**src/rtl/side_vehicle_detector_if.sv**
```systemverilog
// -----------------------------------------------------------------------------
// side_vehicle_detector_if
// Signal bundle between the side-road loop detector and its surroundings.
//
//   loop_raw  : raw inductive-loop level, asynchronous to the clock
//   side_road : traffic controller side-road light code (2'b01 = green)
//   sensor    : registered vehicle request towards the controller
//   car_count : registered number of queued vehicles
//   car_pulse : registered one-cycle pulse per accepted vehicle arrival
//
// Modports:
//   master : the environment (loop hardware + controller side), drives the
//            raw loop level and the light code, observes the results
//   slave  : the detector itself
// -----------------------------------------------------------------------------
interface side_vehicle_detector_if #(
   parameter int unsigned CNT_W = 32'd4
);
   logic             loop_raw;
   logic [1:0]       side_road;
   logic             sensor;
   logic [CNT_W-1:0] car_count;
   logic             car_pulse;

   modport master (
      output loop_raw,
      output side_road,
      input  sensor,
      input  car_count,
      input  car_pulse
   );

   modport slave (
      input  loop_raw,
      input  side_road,
      output sensor,
      output car_count,
      output car_pulse
   );
endinterface

```
**src/rtl/side_vehicle_detector.sv**
```systemverilog
// -----------------------------------------------------------------------------
// side_vehicle_detector
// Conditions the side-road inductive loop for the traffic light controller:
// synchronises and debounces the raw loop level, counts queued vehicles and
// raises a registered request once enough cars wait or the first car has
// waited too long. The request is withdrawn and the queue cleared as soon as
// the controller shows side-road green.
//
// Parameters:
//   DEBOUNCE : consecutive synchronised samples needed to accept a level change
//   MIN_CARS : queue depth that raises the request immediately
//   MAX_WAIT : cycles in WAITING before the request is forced
//   CNT_W    : width of car_count (saturating)
//
// Ports:
//   clock : system clock, rising edge
//   reset : asynchronous, active-high reset
//   bus   : slave side of side_vehicle_detector_if
//           (loop_raw, side_road in; sensor, car_count, car_pulse out)
// -----------------------------------------------------------------------------
module side_vehicle_detector #(
   parameter int unsigned DEBOUNCE = 32'd3,
   parameter int unsigned MIN_CARS = 32'd2,
   parameter int unsigned MAX_WAIT = 32'd20,
   parameter int unsigned CNT_W    = 32'd4
) (
   input  logic                   clock,
   input  logic                   reset,
   side_vehicle_detector_if.slave bus
);

   // The debounce counter only has to hold 0 .. DEBOUNCE-1: the sample that
   // would bring it to DEBOUNCE is the one that updates filtered instead.
   localparam int unsigned DB_W  = (DEBOUNCE > 32'd1) ? $clog2(DEBOUNCE) : 32'd1;
   localparam int unsigned WT_W  = $clog2(MAX_WAIT + 32'd1);
   localparam int unsigned CQ_W  = CNT_W + 32'd1;

   localparam logic [DB_W-1:0]  DB_LAST  = DB_W'(DEBOUNCE - 32'd1);
   localparam logic [DB_W-1:0]  DB_ZERO  = DB_W'(32'd0);
   localparam logic [DB_W-1:0]  DB_ONE   = DB_W'(32'd1);
   localparam logic [WT_W-1:0]  WT_MAX   = WT_W'(MAX_WAIT);
   localparam logic [WT_W-1:0]  WT_ZERO  = WT_W'(32'd0);
   localparam logic [WT_W-1:0]  WT_ONE   = WT_W'(32'd1);
   localparam logic [CNT_W-1:0] CNT_ZERO = CNT_W'(32'd0);
   localparam logic [CNT_W-1:0] CNT_ONE  = CNT_W'(32'd1);
   localparam logic [CNT_W-1:0] CNT_MAX  = {CNT_W{1'b1}};
   // One extra bit so MIN_CARS above the counter range is never reached
   // instead of wrapping to a small threshold.
   localparam logic [CQ_W-1:0]  MIN_Q    = CQ_W'(MIN_CARS);
   localparam logic [1:0]       SR_GREEN = 2'b01;

   typedef enum logic [1:0] {
      ST_IDLE    = 2'd0,
      ST_WAITING = 2'd1,
      ST_REQUEST = 2'd2,
      ST_SERVICE = 2'd3
   } state_t;

   // Saturating increment of the vehicle counter.
   function automatic logic [CNT_W-1:0] cnt_sat_inc(input logic [CNT_W-1:0] value);
      logic [CNT_W-1:0] result;
      if (value == CNT_MAX) begin
         result = value;
      end else begin
         result = value + CNT_ONE;
      end
      return result;
   endfunction

   // Saturating increment of the wait timer.
   function automatic logic [WT_W-1:0] wait_sat_inc(input logic [WT_W-1:0] value);
      logic [WT_W-1:0] result;
      if (value == WT_MAX) begin
         result = value;
      end else begin
         result = value + WT_ONE;
      end
      return result;
   endfunction

   logic             s1_r;
   logic             s2_r;
   logic             filtered_r;
   logic [DB_W-1:0]  db_cnt_r;
   logic [WT_W-1:0]  wait_cnt_r;
   logic [CNT_W-1:0] car_count_r;
   logic             car_pulse_r;
   logic             sensor_r;
   state_t           state_r;

   state_t           state_nxt_s;
   logic             filtered_nxt_s;
   logic [DB_W-1:0]  db_cnt_nxt_s;
   logic             db_accept_s;
   logic             arrival_s;
   logic             green_s;
   logic             queue_full_s;
   logic             wait_expired_s;
   logic [WT_W-1:0]  wait_cnt_nxt_s;
   logic [CNT_W-1:0] car_count_nxt_s;
   logic             sensor_nxt_s;

   // Two-flop synchroniser for the asynchronous loop level.
   always_ff @(posedge clock or posedge reset) begin
      if (reset) begin
         s1_r <= 1'b0;
         s2_r <= 1'b0;
      end else begin
         s1_r <= bus.loop_raw;
         s2_r <= s1_r;
      end
   end

   // Debounce: a differing sample that would complete the run of DEBOUNCE
   // is accepted on the same edge, so filtered moves DEBOUNCE edges after
   // the first differing synchronised sample.
   always_comb begin
      db_cnt_nxt_s   = db_cnt_r;
      filtered_nxt_s = filtered_r;
      db_accept_s    = 1'b0;
      if (s2_r != filtered_r) begin
         if (db_cnt_r == DB_LAST) begin
            db_accept_s    = 1'b1;
            filtered_nxt_s = s2_r;
            db_cnt_nxt_s   = DB_ZERO;
         end else begin
            db_cnt_nxt_s   = db_cnt_r + DB_ONE;
         end
      end else begin
         db_cnt_nxt_s = DB_ZERO;
      end
   end

   // Trigger conditions seen by the FSM; all evaluated on registered values.
   assign arrival_s      = db_accept_s & s2_r;
   assign green_s        = (bus.side_road == SR_GREEN);
   assign queue_full_s   = ({1'b0, car_count_r} >= MIN_Q);
   assign wait_expired_s = (wait_cnt_r == WT_MAX);

   // FSM state register.
   always_ff @(posedge clock or posedge reset) begin
      if (reset) begin
         state_r <= ST_IDLE;
      end else begin
         state_r <= state_nxt_s;
      end
   end

   // FSM next-state logic; green always takes priority so an unrequested
   // green still clears the queue.
   always_comb begin
      state_nxt_s = state_r;
      case (state_r)
         ST_IDLE: begin
            if (green_s) begin
               state_nxt_s = ST_SERVICE;
            end else if (arrival_s) begin
               state_nxt_s = ST_WAITING;
            end else begin
               state_nxt_s = ST_IDLE;
            end
         end
         ST_WAITING: begin
            if (green_s) begin
               state_nxt_s = ST_SERVICE;
            end else if (queue_full_s || wait_expired_s) begin
               state_nxt_s = ST_REQUEST;
            end else begin
               state_nxt_s = ST_WAITING;
            end
         end
         ST_REQUEST: begin
            if (green_s) begin
               state_nxt_s = ST_SERVICE;
            end else begin
               state_nxt_s = ST_REQUEST;
            end
         end
         ST_SERVICE: begin
            if (green_s) begin
               state_nxt_s = ST_SERVICE;
            end else begin
               state_nxt_s = ST_IDLE;
            end
         end
         default: begin
            state_nxt_s = ST_IDLE;
         end
      endcase
   end

   // FSM outputs: next values of the request, wait timer and vehicle count.
   always_comb begin
      sensor_nxt_s    = (state_nxt_s == ST_REQUEST);
      wait_cnt_nxt_s  = WT_ZERO;
      car_count_nxt_s = car_count_r;

      // The timer runs only while staying in WAITING; entering WAITING or
      // leaving it returns it to zero.
      if ((state_r == ST_WAITING) && (state_nxt_s == ST_WAITING)) begin
         wait_cnt_nxt_s = wait_sat_inc(wait_cnt_r);
      end else begin
         wait_cnt_nxt_s = WT_ZERO;
      end

      // Being in or entering SERVICE pins the queue to zero, which also makes
      // the clear win over an arrival on the green edge.
      if ((state_r == ST_SERVICE) || (state_nxt_s == ST_SERVICE)) begin
         car_count_nxt_s = CNT_ZERO;
      end else if (arrival_s) begin
         car_count_nxt_s = cnt_sat_inc(car_count_r);
      end else begin
         car_count_nxt_s = car_count_r;
      end
   end

   // Debounce state, counters and registered outputs.
   always_ff @(posedge clock or posedge reset) begin
      if (reset) begin
         filtered_r  <= 1'b0;
         db_cnt_r    <= DB_ZERO;
         wait_cnt_r  <= WT_ZERO;
         car_count_r <= CNT_ZERO;
         car_pulse_r <= 1'b0;
         sensor_r    <= 1'b0;
      end else begin
         filtered_r  <= filtered_nxt_s;
         db_cnt_r    <= db_cnt_nxt_s;
         wait_cnt_r  <= wait_cnt_nxt_s;
         car_count_r <= car_count_nxt_s;
         car_pulse_r <= arrival_s;
         sensor_r    <= sensor_nxt_s;
      end
   end

   assign bus.sensor    = sensor_r;
   assign bus.car_count = car_count_r;
   assign bus.car_pulse = car_pulse_r;

endmodule

```
**src/flat_wrapper.sv**
```systemverilog
// flat-port wrapper written by rule: the top's interface ports become plain ports
module side_vehicle_detector_flat 
#(
   parameter int unsigned DEBOUNCE = 32'd3,
   parameter int unsigned MIN_CARS = 32'd2,
   parameter int unsigned MAX_WAIT = 32'd20,
   parameter int unsigned CNT_W    = 32'd4
)
  (clock, reset, bus_loop_raw, bus_side_road, bus_sensor, bus_car_count, bus_car_pulse);
  side_vehicle_detector_if #(.CNT_W(CNT_W)) bus_i ();
  input  logic clock;
  input  logic reset;
  input wire logic [$bits(bus_i.loop_raw)-1:0] bus_loop_raw;
  input wire logic [$bits(bus_i.side_road)-1:0] bus_side_road;
  output wire logic [$bits(bus_i.sensor)-1:0] bus_sensor;
  output wire logic [$bits(bus_i.car_count)-1:0] bus_car_count;
  output wire logic [$bits(bus_i.car_pulse)-1:0] bus_car_pulse;
  assign bus_i.loop_raw = bus_loop_raw;
  assign bus_i.side_road = bus_side_road;
  assign bus_sensor = bus_i.sensor;
  assign bus_car_count = bus_i.car_count;
  assign bus_car_pulse = bus_i.car_pulse;
  side_vehicle_detector #(.DEBOUNCE(DEBOUNCE), .MIN_CARS(MIN_CARS), .MAX_WAIT(MAX_WAIT), .CNT_W(CNT_W)) u_core (.clock(clock), .reset(reset), .bus(bus_i));
endmodule
```
**config.mk**
```make
export PLATFORM = sky130hd
export DESIGN_NAME = side_vehicle_detector_flat
export DESIGN_NICKNAME = d
export VERILOG_FILES = /design/src/rtl/side_vehicle_detector_if.sv /design/src/rtl/side_vehicle_detector.sv /design/src/flat_wrapper.sv
export SDC_FILE = /design/constraint.sdc
export NUM_CORES = 1
export LEC_CHECK = 0
export CORE_MARGIN = 2
export CORE_UTILIZATION = 35
export DETAILED_ROUTE_END_ITERATION = 8
export MAX_ROUTING_LAYER = met4
export SLEW_MARGIN = 20
export SYNTH_ARGS = -nofsm -noshare
export SYNTH_HDL_FRONTEND = slang
export SYNTH_SLANG_ARGS = --single-unit
```
**constraint.sdc**
```tcl
create_clock -name clock -period 2.8 [get_ports clock]
set_clock_uncertainty 0.2 [all_clocks]
set_input_delay 0.28 -clock clock [delete_from_list [all_inputs] [get_ports clock]]
set_output_delay 0.28 -clock clock [all_outputs]
set_load 0.05 [all_outputs]
```
==> results.md <==
* Crit-path cells: clkdlybuf4s50_1
* Worst min-delay path class: flop to flop
* Routed WL at 1318 um
* Share of the synthesized area in the top cell type at 0.5248
* Post-layout minimum cycle time at 2.140 ns
* Hold WS at 0.1574 ns
* Sw frac at 0.3432
* Vias in the first global route at 553
* Crit path max fanout at 7
* Ranking of synthesized cells by area: dfrtp_1 52%, ha_1 5.8%, nand3_1 4.7%
* Area of the multi-input gates at 377.9 um2
* Die height at 53.52 um
* # hold bufs at CTS at 0
* Worst slack, placed at 0.9692 ns
* Gpl congestion at 0.6627
* Post-CTS setup buffer count at 0
* Setup Total Neg Slack at 0 ns
* Measured slew at the worst slew-check pin at 0.6663 ns
* Die width at 53.52 um
* CTS clk-pin slew, worst paths at 0.10 ns
* CTS tree: done
* Int Power at 493.5 uW
* Crit end category: primary output
* LEAKAGE at 0.4340 nW
* Synth warn at 0
* NetSw at 257.9 uW
* I/O pin count at 11
* Number of flops mapped to enable cells by yosys at 0
* Die area at 0.002864 mm2
* Synth unique cells at 27
* # fillers at 215
* CP startpoint kind: flop
* Most common cell after layout, fill and taps aside: dfrtp_1
* Max cap viols at 0
* Buf+Inv Stages, Crit Path at 1
* Seq pwr share at 0.481
* # rows at 17
* Overall Power at 751.5 uW
* CTS Sinks at 18
* Post-Layout Cell Count at 114
* Tcrit/Tclk final at 0.7642
* Critical Path Max Stage Delay at 0.86 ns
* Primary FF master, synth: dfrtp_1
* Proportion of layout cells with a drive suffix above 1 at 0.1279
* Final slew viol count at 0
* VDD IR max at 373.0 uV
* Post-synthesis sequential area ratio at 0.5248
* Synthesized area at 858.3 um2
* Final hold vios at 0
* Inserted Diodes at 0
* Via count at 550
* Pre-antenna DRT Iters at 4
* H-tree depth at 1
* First-pass GRT wire length at 2373 um
* Cell family with most CP delay: buffers and inverters
* Run status: completed
* Residual DRC count at 0
* Gate power share at 0.314
* Post-Syn Instances at 73
* Initial Utilization at 0.3771
* Clk_lat worst skew at 0.28 ns
* Slowest library cell on the worst path: clkdlybuf4s50_1
* Port bufs at 10
* Critical path type: flop to primary output
* Post-synthesis area per instance at 11.76 um2
* Worst setup margin at 0.6601 ns
* Post-DR wirelength/cell at 11.56 um
* Fmax at 0.4673 GHz
* Post-detail-place hpwl at 995.6 um
* CP required at 2.32 ns
* Cell taking the most area after synthesis: dfrtp_1
* Register area at 450.4 um2
* Setup violators final at 0
* Most frequent cells in the layout: 18 x dfrtp_1, 10 x clkdlybuf4s50_1, 8 x nand3_1, 6 x nor2_1, 5 x inv_1
* Crit path DAT at 1.66 ns
* Slew HR at 0.5553
* Clock root cell: clkbuf_4
* P&R area growth vs syn at 18.66%
* Final nets at 96
* Clock buffer depth at 2
* Largest net degree at the start of global routing at 19
* Synthesized net count at 82
* DRT iter0 DRCs at 8
* Post_cts resized at 0
* Pwr Density at 737.8 mW/mm2
* Post-Place Cells at 110
* Synth async-reset ratio at 1.000
* DR vias/cell at 4.825
* Antenna-violating nets left at 0
* Clock power share at 0.205
* Synth Register Bits at 18
* Antenna violations before repair at 0
* Num CTS Buffers at 3
* Area of the core at 0.002276 mm2
* GRT overflow at 0
* Total GRT Usage at 0.1222
* RSZ-0062 raised after global routing: false
## sequential cells by signal (all words and copies together) (netlist names)
register	count
u_core.bus.car_count	4
u_core.bus.car_pulse	1
u_core.bus.sensor	1
u_core.db_cnt_r	2
u_core.filtered_r	1
u_core.s1_r	1
u_core.s2_r	1
u_core.state_r	2
u_core.wait_cnt_r	5
## path summary, 6_finish.rpt
check / start / endpoint / slack [ns] / depth (start not counted)
setup / recovery: u_core.bus.car_count[1] / bus_car_count[1] / 0.66 / 1
hold / removal: u_core.s1_r / u_core.s2_r / 0.16 / 0
setup reg to reg: u_core.bus.car_count[0] / u_core.wait_cnt_r[4] / 1.12 / 5
hold reg to reg: u_core.s1_r / u_core.s2_r / 0.16 / 0
max in group asynchronous: reset / u_core.db_cnt_r[0] / 1.79 / 2
min in group asynchronous: reset / u_core.wait_cnt_r[2] / 0.18 / 2
## final cells by class
class | instances | area share
multi-input combinational | 49 | 0.3710
clock buffer | 4 | 0.03563
timing repair buffer | 10 | 0.09828
tap | 28 | 0.03440
inverter | 5 | 0.01843
sequential | 18 | 0.4423
## metal layers
layer  global-route usage  wire [um]  vias up
met2               0.1934        620        8
met4              0.05128         14        0
met3              0.03390         48        2
met5                    -          0        -
met1               0.1459        634      259
li1                     -          -      281
## cell families (layout without fill, tap and decap cells)
group | count (synthesis) | after routing | share of synthesized area
adder cells (fa/ha/maj) | 4 | 4 | 0.05831
flip-flops | 18 | 18 | 0.5248
AO/OA/AOI/OAI | 9 | 9 | 0.09475
AND/OR/NAND/NOR | 31 | 31 | 0.2332
multiplexers | 1 | 1 | 0.01312
buffers and inverters | 6 | 19 | 0.03499
XOR/XNOR | 4 | 4 | 0.04082
## synthesized netlist by cell type (all sizes together) (2+ instances only)
cell type / instances
dfrtp: 18
nand3: 8
nor2: 6
inv: 5
ha: 4
a21oi: 3
nand2: 3
nand2b: 3
a211oi: 2
nor3: 2
nor3b: 2
xnor2: 2
xor2: 2
## power by group through the flow
stage | registers, mW | clock network (mW) | logic [mW]
after CTS | 0.363 | 0.165 | 0.242
after detailed placement | 0.367 | 0 | 0.242
after floorplan | 0.406 | 0 | 0.138
after global routing | 0.370 | 0.179 | 0.266
final | 0.362 | 0.154 | 0.236
after global placement | 0.364 | 0 | 0.237
## metrics by stage
step	area [um2]	util
2_1_floorplan	858.3	-
3_3_place_gp	982.2	0.4316
3_5_place_dp	982.2	0.4316
4_1_cts	1018	0.4475
5_1_grt	1018	0.4475
6_report	1018	0.4475
No activity file was read; power rests on OpenSTA's default activity.
